--- src/rtl/pulse_sched_pkg.sv ---
// pulse_sched shared types: FSM state and counter width helper.
// Imported by the scheduler top.
package pulse_sched_pkg;

  typedef enum logic [1:0] {
    IDLE,
    PULSE,
    GAP
  } state_t;

  // Width for a counter that must hold max(p,g)-1, never below 1 bit.
  function automatic int cnt_w(input int p, input int g);
    int m;
    m = (p > g) ? p : g;
    if (m < 2) m = 2;
    return $clog2(m);
  endfunction

endpackage

--- src/rtl/pulse_sched_if.sv ---
// pulse_sched bus: en/req in, pending/pulse_out/owner/busy/done out.
// master = requester side, slave = scheduler side.
// Optional overrun_cnt when PULSE_SCHED_OVERRUN_CNT_EN is defined.
interface pulse_sched_if #(
  parameter int N_REQ = 4
) ();
  localparam int IDW = $clog2(N_REQ);

  logic             en;
  logic [N_REQ-1:0] req;
  logic [N_REQ-1:0] pending;
  logic             pulse_out;
  logic [IDW-1:0]   owner;
  logic             busy;
  logic [N_REQ-1:0] done;
`ifdef PULSE_SCHED_OVERRUN_CNT_EN
  logic [7:0]       overrun_cnt;

  modport master (
    output en, req,
    input  pending, pulse_out, owner,
    input  busy, done, overrun_cnt
  );
  modport slave (
    input  en, req,
    output pending, pulse_out, owner,
    output busy, done, overrun_cnt
  );
`else
  modport master (
    output en, req,
    input  pending, pulse_out, owner,
    input  busy, done
  );
  modport slave (
    input  en, req,
    output pending, pulse_out, owner,
    output busy, done
  );
`endif

endinterface

--- src/rtl/pulse_sched_rr_arbiter.sv ---
// rr_arbiter: combinational round-robin pick.
// Ports: pend, ptr (last winner) in; gnt one-hot, id, valid out.
module rr_arbiter #(
  parameter int N  = 4,
  parameter int IW = $clog2(N)
) (
  input  logic [N-1:0]  pend,
  input  logic [IW-1:0] ptr,
  output logic [N-1:0]  gnt,
  output logic [IW-1:0] id,
  output logic          valid
);

  // Search starts just past the last winner and wraps.
  always_comb begin
    int j;
    logic [IW-1:0] k;
    gnt   = '0;
    id    = '0;
    valid = 1'b0;
    j     = 0;
    k     = '0;
    for (int i = 1; i <= N; i++) begin
      j = (int'(ptr) + i) % N;
      k = IW'(j);
      if (!valid && pend[k]) begin
        valid  = 1'b1;
        gnt[k] = 1'b1;
        id     = k;
      end
    end
  end

endmodule

--- src/rtl/pulse_sched.sv ---
// pulse_sched: round-robin owner of one shared fixed-length pulse.
// Ports: clk, rst (sync, active-high), bus (pulse_sched_if.slave).
// Macro PULSE_SCHED_OVERRUN_CNT_EN adds bus.overrun_cnt.
module pulse_sched
  import pulse_sched_pkg::*;
#(
  parameter int N_REQ     = 4,
  parameter int PULSE_LEN = 32,
  parameter int GAP_LEN   = 2
) (
  input logic         clk,
  input logic         rst,
  pulse_sched_if.slave bus
);

  localparam int IDW = $clog2(N_REQ);
  localparam int CW  = cnt_w(PULSE_LEN, GAP_LEN);
  localparam int GE  = (GAP_LEN > 0) ? GAP_LEN - 1 : 0;

  localparam logic [CW-1:0] P_END = CW'(PULSE_LEN - 1);
  localparam logic [CW-1:0] G_END = CW'(GE);
  localparam logic [N_REQ-1:0] ONE = N_REQ'(1);

  state_t           state;
  logic [CW-1:0]    cnt;
  logic [IDW-1:0]   ptr;
  logic [IDW-1:0]   own;
  logic [N_REQ-1:0] pend;
  logic [N_REQ-1:0] done;
  logic             pulse;
  logic             busy;

  logic [N_REQ-1:0] gnt;
  logic [IDW-1:0]   win;
  logic             win_v;
  logic             grant;
  logic [N_REQ-1:0] clr;

  rr_arbiter #(
    .N  (N_REQ),
    .IW (IDW)
  ) u_arb (
    .pend  (pend),
    .ptr   (ptr),
    .gnt   (gnt),
    .id    (win),
    .valid (win_v)
  );

  assign grant = (state == IDLE) && bus.en && win_v;
  assign clr   = grant ? gnt : '0;

  // A fresh req wins over clear-on-grant.
  always_ff @(posedge clk) begin
    if (rst) pend <= '0;
    else     pend <= (pend & ~clr) | bus.req;
  end

  always_ff @(posedge clk) begin
    if (rst) begin
      state <= IDLE;
      cnt   <= '0;
      ptr   <= IDW'(N_REQ - 1);
      own   <= '0;
      pulse <= 1'b0;
      busy  <= 1'b0;
      done  <= '0;
    end else begin
      done <= '0;
      unique case (state)
        IDLE: begin
          if (grant) begin
            ptr   <= win;
            own   <= win;
            pulse <= 1'b1;
            busy  <= 1'b1;
            cnt   <= '0;
            state <= PULSE;
          end
        end
        PULSE: begin
          if (cnt == P_END) begin
            pulse <= 1'b0;
            done  <= ONE << own;
            cnt   <= '0;
            if (GAP_LEN > 0) begin
              state <= GAP;
            end else begin
              state <= IDLE;
              busy  <= 1'b0;
            end
          end else begin
            cnt <= cnt + 1'b1;
          end
        end
        GAP: begin
          if (cnt == G_END) begin
            cnt   <= '0;
            busy  <= 1'b0;
            state <= IDLE;
          end else begin
            cnt <= cnt + 1'b1;
          end
        end
        default: state <= IDLE;
      endcase
    end
  end

  assign bus.pending   = pend;
  assign bus.pulse_out = pulse;
  assign bus.owner     = own;
  assign bus.busy      = busy;
  assign bus.done      = done;

`ifdef PULSE_SCHED_OVERRUN_CNT_EN
  logic [7:0] ovr;

  // One count per cycle with any merged req; saturates.
  always_ff @(posedge clk) begin
    if (rst)
      ovr <= '0;
    else if (|(bus.req & pend) && ovr != 8'hFF)
      ovr <= ovr + 8'd1;
  end

  assign bus.overrun_cnt = ovr;
`endif

endmodule

--- src/flat_wrapper.sv ---
// flat-port wrapper written by rule: the top's interface ports become plain ports
module pulse_sched_flat import pulse_sched_pkg::*;
#(
  parameter int N_REQ     = 4,
  parameter int PULSE_LEN = 32,
  parameter int GAP_LEN   = 2
)
  (clk, rst, bus_en, bus_req, bus_pending, bus_pulse_out, bus_owner, bus_busy, bus_done);
  pulse_sched_if #(.N_REQ(N_REQ)) bus_i ();
  input logic clk;
  input logic rst;
  input wire logic [$bits(bus_i.en)-1:0] bus_en;
  input wire logic [$bits(bus_i.req)-1:0] bus_req;
  output wire logic [$bits(bus_i.pending)-1:0] bus_pending;
  output wire logic [$bits(bus_i.pulse_out)-1:0] bus_pulse_out;
  output wire logic [$bits(bus_i.owner)-1:0] bus_owner;
  output wire logic [$bits(bus_i.busy)-1:0] bus_busy;
  output wire logic [$bits(bus_i.done)-1:0] bus_done;
  assign bus_i.en = bus_en;
  assign bus_i.req = bus_req;
  assign bus_pending = bus_i.pending;
  assign bus_pulse_out = bus_i.pulse_out;
  assign bus_owner = bus_i.owner;
  assign bus_busy = bus_i.busy;
  assign bus_done = bus_i.done;
  pulse_sched #(.N_REQ(N_REQ), .PULSE_LEN(PULSE_LEN), .GAP_LEN(GAP_LEN)) u_core (.clk(clk), .rst(rst), .bus(bus_i));
endmodule
--- config.mk ---
export PLATFORM = sky130hd
export DESIGN_NAME = pulse_sched_flat
export DESIGN_NICKNAME = d
export VERILOG_FILES = /design/src/rtl/pulse_sched_pkg.sv /design/src/rtl/pulse_sched_if.sv /design/src/rtl/pulse_sched_rr_arbiter.sv /design/src/rtl/pulse_sched.sv /design/src/flat_wrapper.sv
export SDC_FILE = /design/constraint.sdc
export NUM_CORES = 1
export LEC_CHECK = 0
export ABC_AREA = 1
export CAP_MARGIN = 20
export CELL_PAD_IN_SITES_DETAIL_PLACEMENT = 1
export CELL_PAD_IN_SITES_GLOBAL_PLACEMENT = 1
export CORE_MARGIN = 2
export CORE_UTILIZATION = 39
export CTS_CLUSTER_SIZE = 14
export DETAILED_ROUTE_END_ITERATION = 16
export HOLD_SLACK_MARGIN = 0.03
export PLACE_DENSITY = 0.81
export SYNTH_ARGS = -nofsm -noshare
export SYNTH_HDL_FRONTEND = slang
export SYNTH_SLANG_ARGS = --single-unit
--- constraint.sdc ---
create_clock -name clk -period 2.9 [get_ports clk]
set_clock_uncertainty 0.15 [all_clocks]
set_input_delay 0.435 -clock clk [delete_from_list [all_inputs] [get_ports clk]]
set_output_delay 0.435 -clock clk [all_outputs]
set_load 0.01 [all_outputs]
==> results of run 1 <==
==> worst min-delay path: stages, from the launching register on <==
cell	delay, ns
dfxtp_1	0.31
nand2_1	0.07
a21oi_2	0.05
==> kinds of logic (layout without fill, tap and decap cells) <==
group,count (synthesis),in the layout,synth area share [%]
AOI/OAI and AO/OA,31,31,13.0
adders and majority gates,15,15,12.9
buffers and inverters,28,49,8.17
DFF,21,21,28.9
and+or+nand+nor,105,105,37.1
==> metal layers <==
metal | up-vias | GRT usage [%] | part of all wire, %
li1 | 692 | - | -
met1 | 618 | 26.0 | 51
met2 | 10 | 28.6 | 46
met3 | 4 | 2.78 | 1.7
met4 | 0 | 5.47 | 1.2
met5 | - | 0 | 0
==> registers in the layout, indices dropped and copies added (netlist names) <==
name / count
u_core.bus.busy: 1
u_core.bus.done: 4
u_core.bus.owner: 2
u_core.bus.pending: 4
u_core.bus.pulse_out: 1
u_core.cnt: 5
u_core.ptr: 2
u_core.state: 2
==> where the power goes <==
part / internal, mW / switching [mW]
sequential: 0.358 / 0.0680
combinational: 0.416 / 0.752
clock: 0.0979 / 0.0939
==> placed cells by master (no fill, tap or decap) <==
cell type,synthesis,final
inv_1,22,22
nand3b_4,1,1
nand3_1,16,16
inv_4,2,2
or2_2,1,1
nor2_1,19,19
or4_1,1,1
o21ai_2,1,1
nand2_2,5,5
nand3_2,1,1
ha_1,15,15
dfxtp_1,21,21
nand4_1,7,7
nand2_4,5,5
clkbuf_1,1,1
a21oi_1,16,16
buf_4,0,1
or3b_2,1,1
a21oi_2,4,4
clkdlybuf4s50_1,0,18
clkinv_2,1,1
inv_2,1,1
o21ai_1,3,3
clkbuf_8,0,3
nand2_1,46,46
nor2_4,1,1
a21boi_0,4,4
o211ai_1,2,2
nand2_8,1,1
o21ai_0,1,1
==> layout make-up <==
cell class | instances | area, um^2
fillers | 482 | 1900
multi-input cells | 151 | 916
flip-flops and latches | 21 | 420
repair buffers | 19 | 188
inverters | 26 | 104
well taps | 48 | 60.1
clock buffers | 4 | 45.0
==> how the worst min path moves through the flow <==
stage / start / endpoint / slack [ns] / cells past startpoint
6_report: u_core.bus.pulse_out / u_core.bus.pulse_out / 0.32 / 2
5_1_grt: u_core.bus.pulse_out / u_core.bus.pulse_out / 0.35 / 2
4_1_cts: u_core.bus.pulse_out / u_core.bus.pulse_out / 0.32 / 2
3_5_place_dp: u_core.bus.pulse_out / u_core.bus.pulse_out / 0.31 / 2
3_3_place_gp: u_core.bus.pulse_out / u_core.bus.pulse_out / 0.31 / 2
2_1_floorplan: u_core.cnt[3] / u_core.cnt[3] / 0.30 / 2
==> out/results.ini, run 1 <==
[run_status]
outcome = completed

[timing]
relSlewSlack_pct = 66.4
tns_ns = 0
worst_slack_ns = 0.493
min_period_ns = 2.41
rsz0062_at_grt = false
maxSlewViolCount = 0
fin_crit_sh_pct = 83.0
fmax_mhz = 415
whs_ns = 0.319
hold_violations = 0
tightest_slew_ns = 0.502
setup_viol = 0

[finish]
final_nets = 244
design_area_um2 = 1730
diodes = 0
area_growth_pct = 19.1
utilization_pct = 47.7
drive_gt1_share_pct = 13.1
stdcell_count = 269

[cts]
clockRootBuffer = clkbuf_8
cts_hold_buf = 0
numCtsBuffers = 3
post_cts_resize_count = 0
clock_sinks = 21
postCtsSetupBuffers = 0
h-tree-depth = 1
cts_tree = built
cts.path.max_buffers = 2
clkSlewWorstSetupHoldPaths_ns = 0.07
insertion_delay_ns = 0.26

[placed_design]
place_ws_ns = 0.475
place_hpwl_mm = 2.83
post_dp_cell_area_um2 = 1690
port_buffers = 18
gp_congestion = 0.748
dp.cells = 265

[setup_path]
slowest_delay_ns = 0.49
crit_path_end = u_core.state[0]
path_class = register to register
r2r_setup_slack_ns = 0.49
end_kind = register
worstPathArrival_ns = 2.45
r2r-start = u_core.ptr[1]
reg2reg_depth = 12
critPathTopFamily = simple AND/OR/NAND/NOR gates
r2r-end = u_core.state[0]
startpoint = u_core.ptr[1]
cp_max_fo = 11
path_buf_inv = 2
slowest_stage = dfxtp_1
required_ns = 2.94
crit_chain = inv_1 > ha_1 > inv_1 > nand2_4 > nand2_4 > nor2_4 > nand3b_4 > nand2_8 > nand2_4 > nand2_2 > nand2_1 > a21oi_2
cp-start-kind = register
crit_top_cell = nand2_4
crit_cells = 12

[synth]
yosysSeqAreaShare_pct = 28.9
synth.top_cell.area_share_pct = 28.9
synth_edf_count = 0
dominantRegCellSynth = dfxtp_1
synth_top_area_cell = dfxtp_1
syn_inst = 200
synth_area_leaders = dfxtp_1 (29%), ha_1 (13%), nand2_1 (12%)
synth_area_um2 = 1460
synth_cell_type_count = 28
yosys-top-cells-count = nand2_1 (46), inv_1 (22), dfxtp_1 (21)
syn_nets = 222
ys_ff_latch = 21
ys_warn_count = 0
avgSynthCellArea_um2 = 7.28
synth-async-reset-ratio_pct = 0
synthMostInstantiatedCell = nand2_1

[die]
pin_count = 19
core.rowCount = 22
die_h_um = 65.1
start_util_pct = 40.0
core_area_um2 = 3630
fp.dieW_um = 65.1
dieArea_um2 = 4240

[route]
wirelength_mm = 3.52
routed_via_density = 4.92
drc_errors = 0
wire_per_inst_um = 13.1
drtIter0Drc = 36
vias = 1324
first_pass_iters = 4
ant_nets = 0

[run]
maxCapViolCount = 0

[power]
p_per_area_nw_per_um2 = 1030
ir_drop_mv = 0.403
p_total_mw = 1.79
p_leak_nw = 0.778

[global_routing]
grt_overflow = 0
grt_pass1_vias = 1279
grt_pass1_wl_mm = 6.04
antenna_found_initial = 0
grt.total_usage_pct = 18.3
grt_max_degree = 13

[worst_hold_path]
min_path_type = register to register

Power figures use the tool's default switching activity.
==> inputs of run 2 (changes only) <==
==> constraint.sdc (replaced) <==
create_clock -name clk -period 2.5 [get_ports clk]
set_clock_uncertainty 0.15 [all_clocks]
set_input_delay 0.375 -clock clk [delete_from_list [all_inputs] [get_ports clk]]
set_output_delay 0.375 -clock clk [all_outputs]
set_load 0.01 [all_outputs]
==> run 2 against run 1 <==
Against the previous run:
- final cell count increased by 1.1%
- wire length decreased by 0.80%
- worst hold slack improved by 0.00062 ns
- cell area increased by 1.4%
- sequential share of layout area decreased by 0.33 points
- register-to-register slack got worse by 0.13 ns
- fmax increased by 13%
- global-route usage decreased by 0.18 points
==> out/results.ini, run 2 (synthesis gave the netlist of run 1 again) <==
[finish]
stdcell_count = 272  ; was 269
top_register = u_core.cnt  ; unchanged
area_growth_pct = 20.7  ; was 19.1%
largest_reg_flops = 5  ; unchanged
most-common-layout-cells = nand2_1 (46), inv_1 (22), dfxtp_1 (21)  ; unchanged
final_nets = 247  ; was 244
utilization_pct = 48.3  ; was 47.7%
drive_gt1_share_pct = 14.7  ; was 13.1%
final_common_cell = nand2_1  ; unchanged
n_fill_cell = 493  ; was 482
diodes = 0  ; unchanged
design_area_um2 = 1760  ; was 1730 um^2

[die]
die_h_um = 65.1  ; unchanged
core_area_um2 = 3630  ; unchanged
pin_count = 19  ; unchanged
start_util_pct = 40.0  ; unchanged
core.rowCount = 22  ; unchanged
fp.dieW_um = 65.1  ; unchanged
dieArea_um2 = 4240  ; unchanged

[cts]
postCtsSetupBuffers = 0  ; unchanged
clockRootBuffer = clkbuf_8  ; unchanged
insertion_delay_ns = 0.25  ; was 0.26 ns
numCtsBuffers = 3  ; unchanged
h-tree-depth = 1  ; unchanged
clkSlewWorstSetupHoldPaths_ns = 0.08  ; was 0.07 ns
post_cts_resize_count = 0  ; unchanged
clock_sinks = 21  ; unchanged
cts_tree = built  ; unchanged
cts.path.max_buffers = 2  ; unchanged
cts_hold_buf = 0  ; unchanged

[timing]
tightest_slew_ns = 0.376  ; was 0.502 ns
hold_violations = 0  ; unchanged
setup_viol = 0  ; unchanged
tns_ns = 0  ; unchanged
fmax_mhz = 468  ; was 415 MHz
relSlewSlack_pct = 74.8  ; was 66.4%
whs_ns = 0.320  ; was 0.319 ns
min_period_ns = 2.13  ; was 2.41 ns
fin_crit_sh_pct = 85.4  ; was 83.0%
rsz0062_at_grt = false  ; unchanged
maxSlewViolCount = 0  ; unchanged
worst_slack_ns = 0.365  ; was 0.493 ns

[route]
wire_per_inst_um = 12.8  ; was 13.1 um
wirelength_mm = 3.49  ; was 3.52 mm
ant_nets = 0  ; unchanged
first_pass_iters = 3  ; was 4
vias = 1335  ; was 1324
drc_errors = 0  ; unchanged
routed_via_density = 4.91  ; was 4.92
drtIter0Drc = 37  ; was 36

[placed_design]
dp.cells = 268  ; was 265
place_ws_ns = 0.361  ; was 0.475 ns
gp_congestion = 0.878  ; was 0.748
port_buffers = 18  ; unchanged
place_hpwl_mm = 2.85  ; was 2.83 mm
post_dp_cell_area_um2 = 1710  ; was 1690 um^2

[power]
ir_drop_mv = 0.412  ; was 0.403 mV
p_leak_nw = 0.795  ; was 0.778 nW
p_per_area_nw_per_um2 = 1180  ; was 1030 nW/um^2
p_total_mw = 2.08  ; was 1.79 mW

[global_routing]
grt_pass1_vias = 1346  ; was 1279
antenna_found_initial = 0  ; unchanged
use_met3_pct = 2.08  ; was 2.78%
grt_pass1_wl_mm = 6.03  ; was 6.04 mm
grt.total_usage_pct = 18.1  ; was 18.3%
grt.met1_usage_pct = 23.0  ; was 26.0%
grt_util_met2_pct = 32.9  ; was 28.6%
busiest_layer = met2  ; unchanged
grt_max_degree = 13  ; unchanged
grt_overflow = 0  ; unchanged

[run_status]
outcome = completed  ; unchanged

[worst_hold_path]
min_path_type = register to register  ; unchanged

[setup_path]
required_ns = 2.50  ; was 2.94 ns
slowest_delay_ns = 0.35  ; was 0.49 ns
critPathTopFamily = simple AND/OR/NAND/NOR gates  ; unchanged
end_kind = register  ; unchanged
cp_max_fo = 11  ; unchanged
worstPathArrival_ns = 2.13  ; was 2.45 ns
path_buf_inv = 2  ; unchanged
path_class = register to register  ; unchanged
slowest_stage = dfxtp_1  ; unchanged
crit_chain = inv_2 > ha_1 > inv_1 > nand2_4 > nand2_4 > nor2_1 > a21oi_1 > nand3_1 > nand2_1 > nand2_1 > a21oi_1  ; was inv_1 > ha_1 > inv_1 > nand2_4 > nand2_4 > nor2_4 > nand3b_4 > nand2_8 > nand2_4 > nand2_2 > nand2_1 > a21oi_2
cp-start-kind = register  ; unchanged

[run]
maxCapViolCount = 0  ; unchanged

==> run 2: cell count changes in the layout (fill, tap and decap cells not counted), sizes merged <==
cell	delta
buf	+3
clkbuf	-1
clkinv	+1
==> run 2: worst reg2reg max path: stages, from the launching register on <==
cell and delay [ns]:
dfxtp_1 0.35, inv_2 0.11, ha_1 0.35, inv_1 0.11, nand2_4 0.11, nand2_4 0.06
nor2_1 0.31, a21oi_1 0.13, nand3_1 0.15, nand2_1 0.08, nand2_1 0.07, a21oi_1 0.06
==> run 2: final timing paths <==
kind	start	endpoint	slack, ns	depth (start not counted)
max	u_core.ptr[0]	u_core.bus.pending[3]	0.37	11
min reg2reg	u_core.bus.busy	u_core.bus.busy	0.32	2
min	u_core.bus.busy	u_core.bus.busy	0.32	2
max reg2reg	u_core.ptr[0]	u_core.bus.pending[3]	0.37	11
==> run 2: final cells by class <==
class / instances / area, um^2 / share of cell area, %
clock buffer: 3 / 41.3 / 2.35
clock inverter: 1 / 5.00 / 0.285
inverter: 26 / 104 / 5.91
multi-input combinational: 151 / 916 / 52.1
sequential: 21 / 420 / 23.9
tap: 48 / 60.1 / 3.42
timing repair buffer: 22 / 210 / 12.0
==> run 2: layer usage <==
metal	part of all wire (%)	routed length, um	up-vias
met5	0	0	-
met3	0.97	34	2
met2	52	1800	4
met1	47	1630	630
met4	0.72	25	0
li1	-	-	699
==> run 2: power by group <==
part	internal, mW	leakage, nW	switching [mW]
registers	0.415	0.173	0.0639
logic	0.496	0.597	0.889
clock network	0.111	0.0255	0.108
total	1.02	0.795	1.06
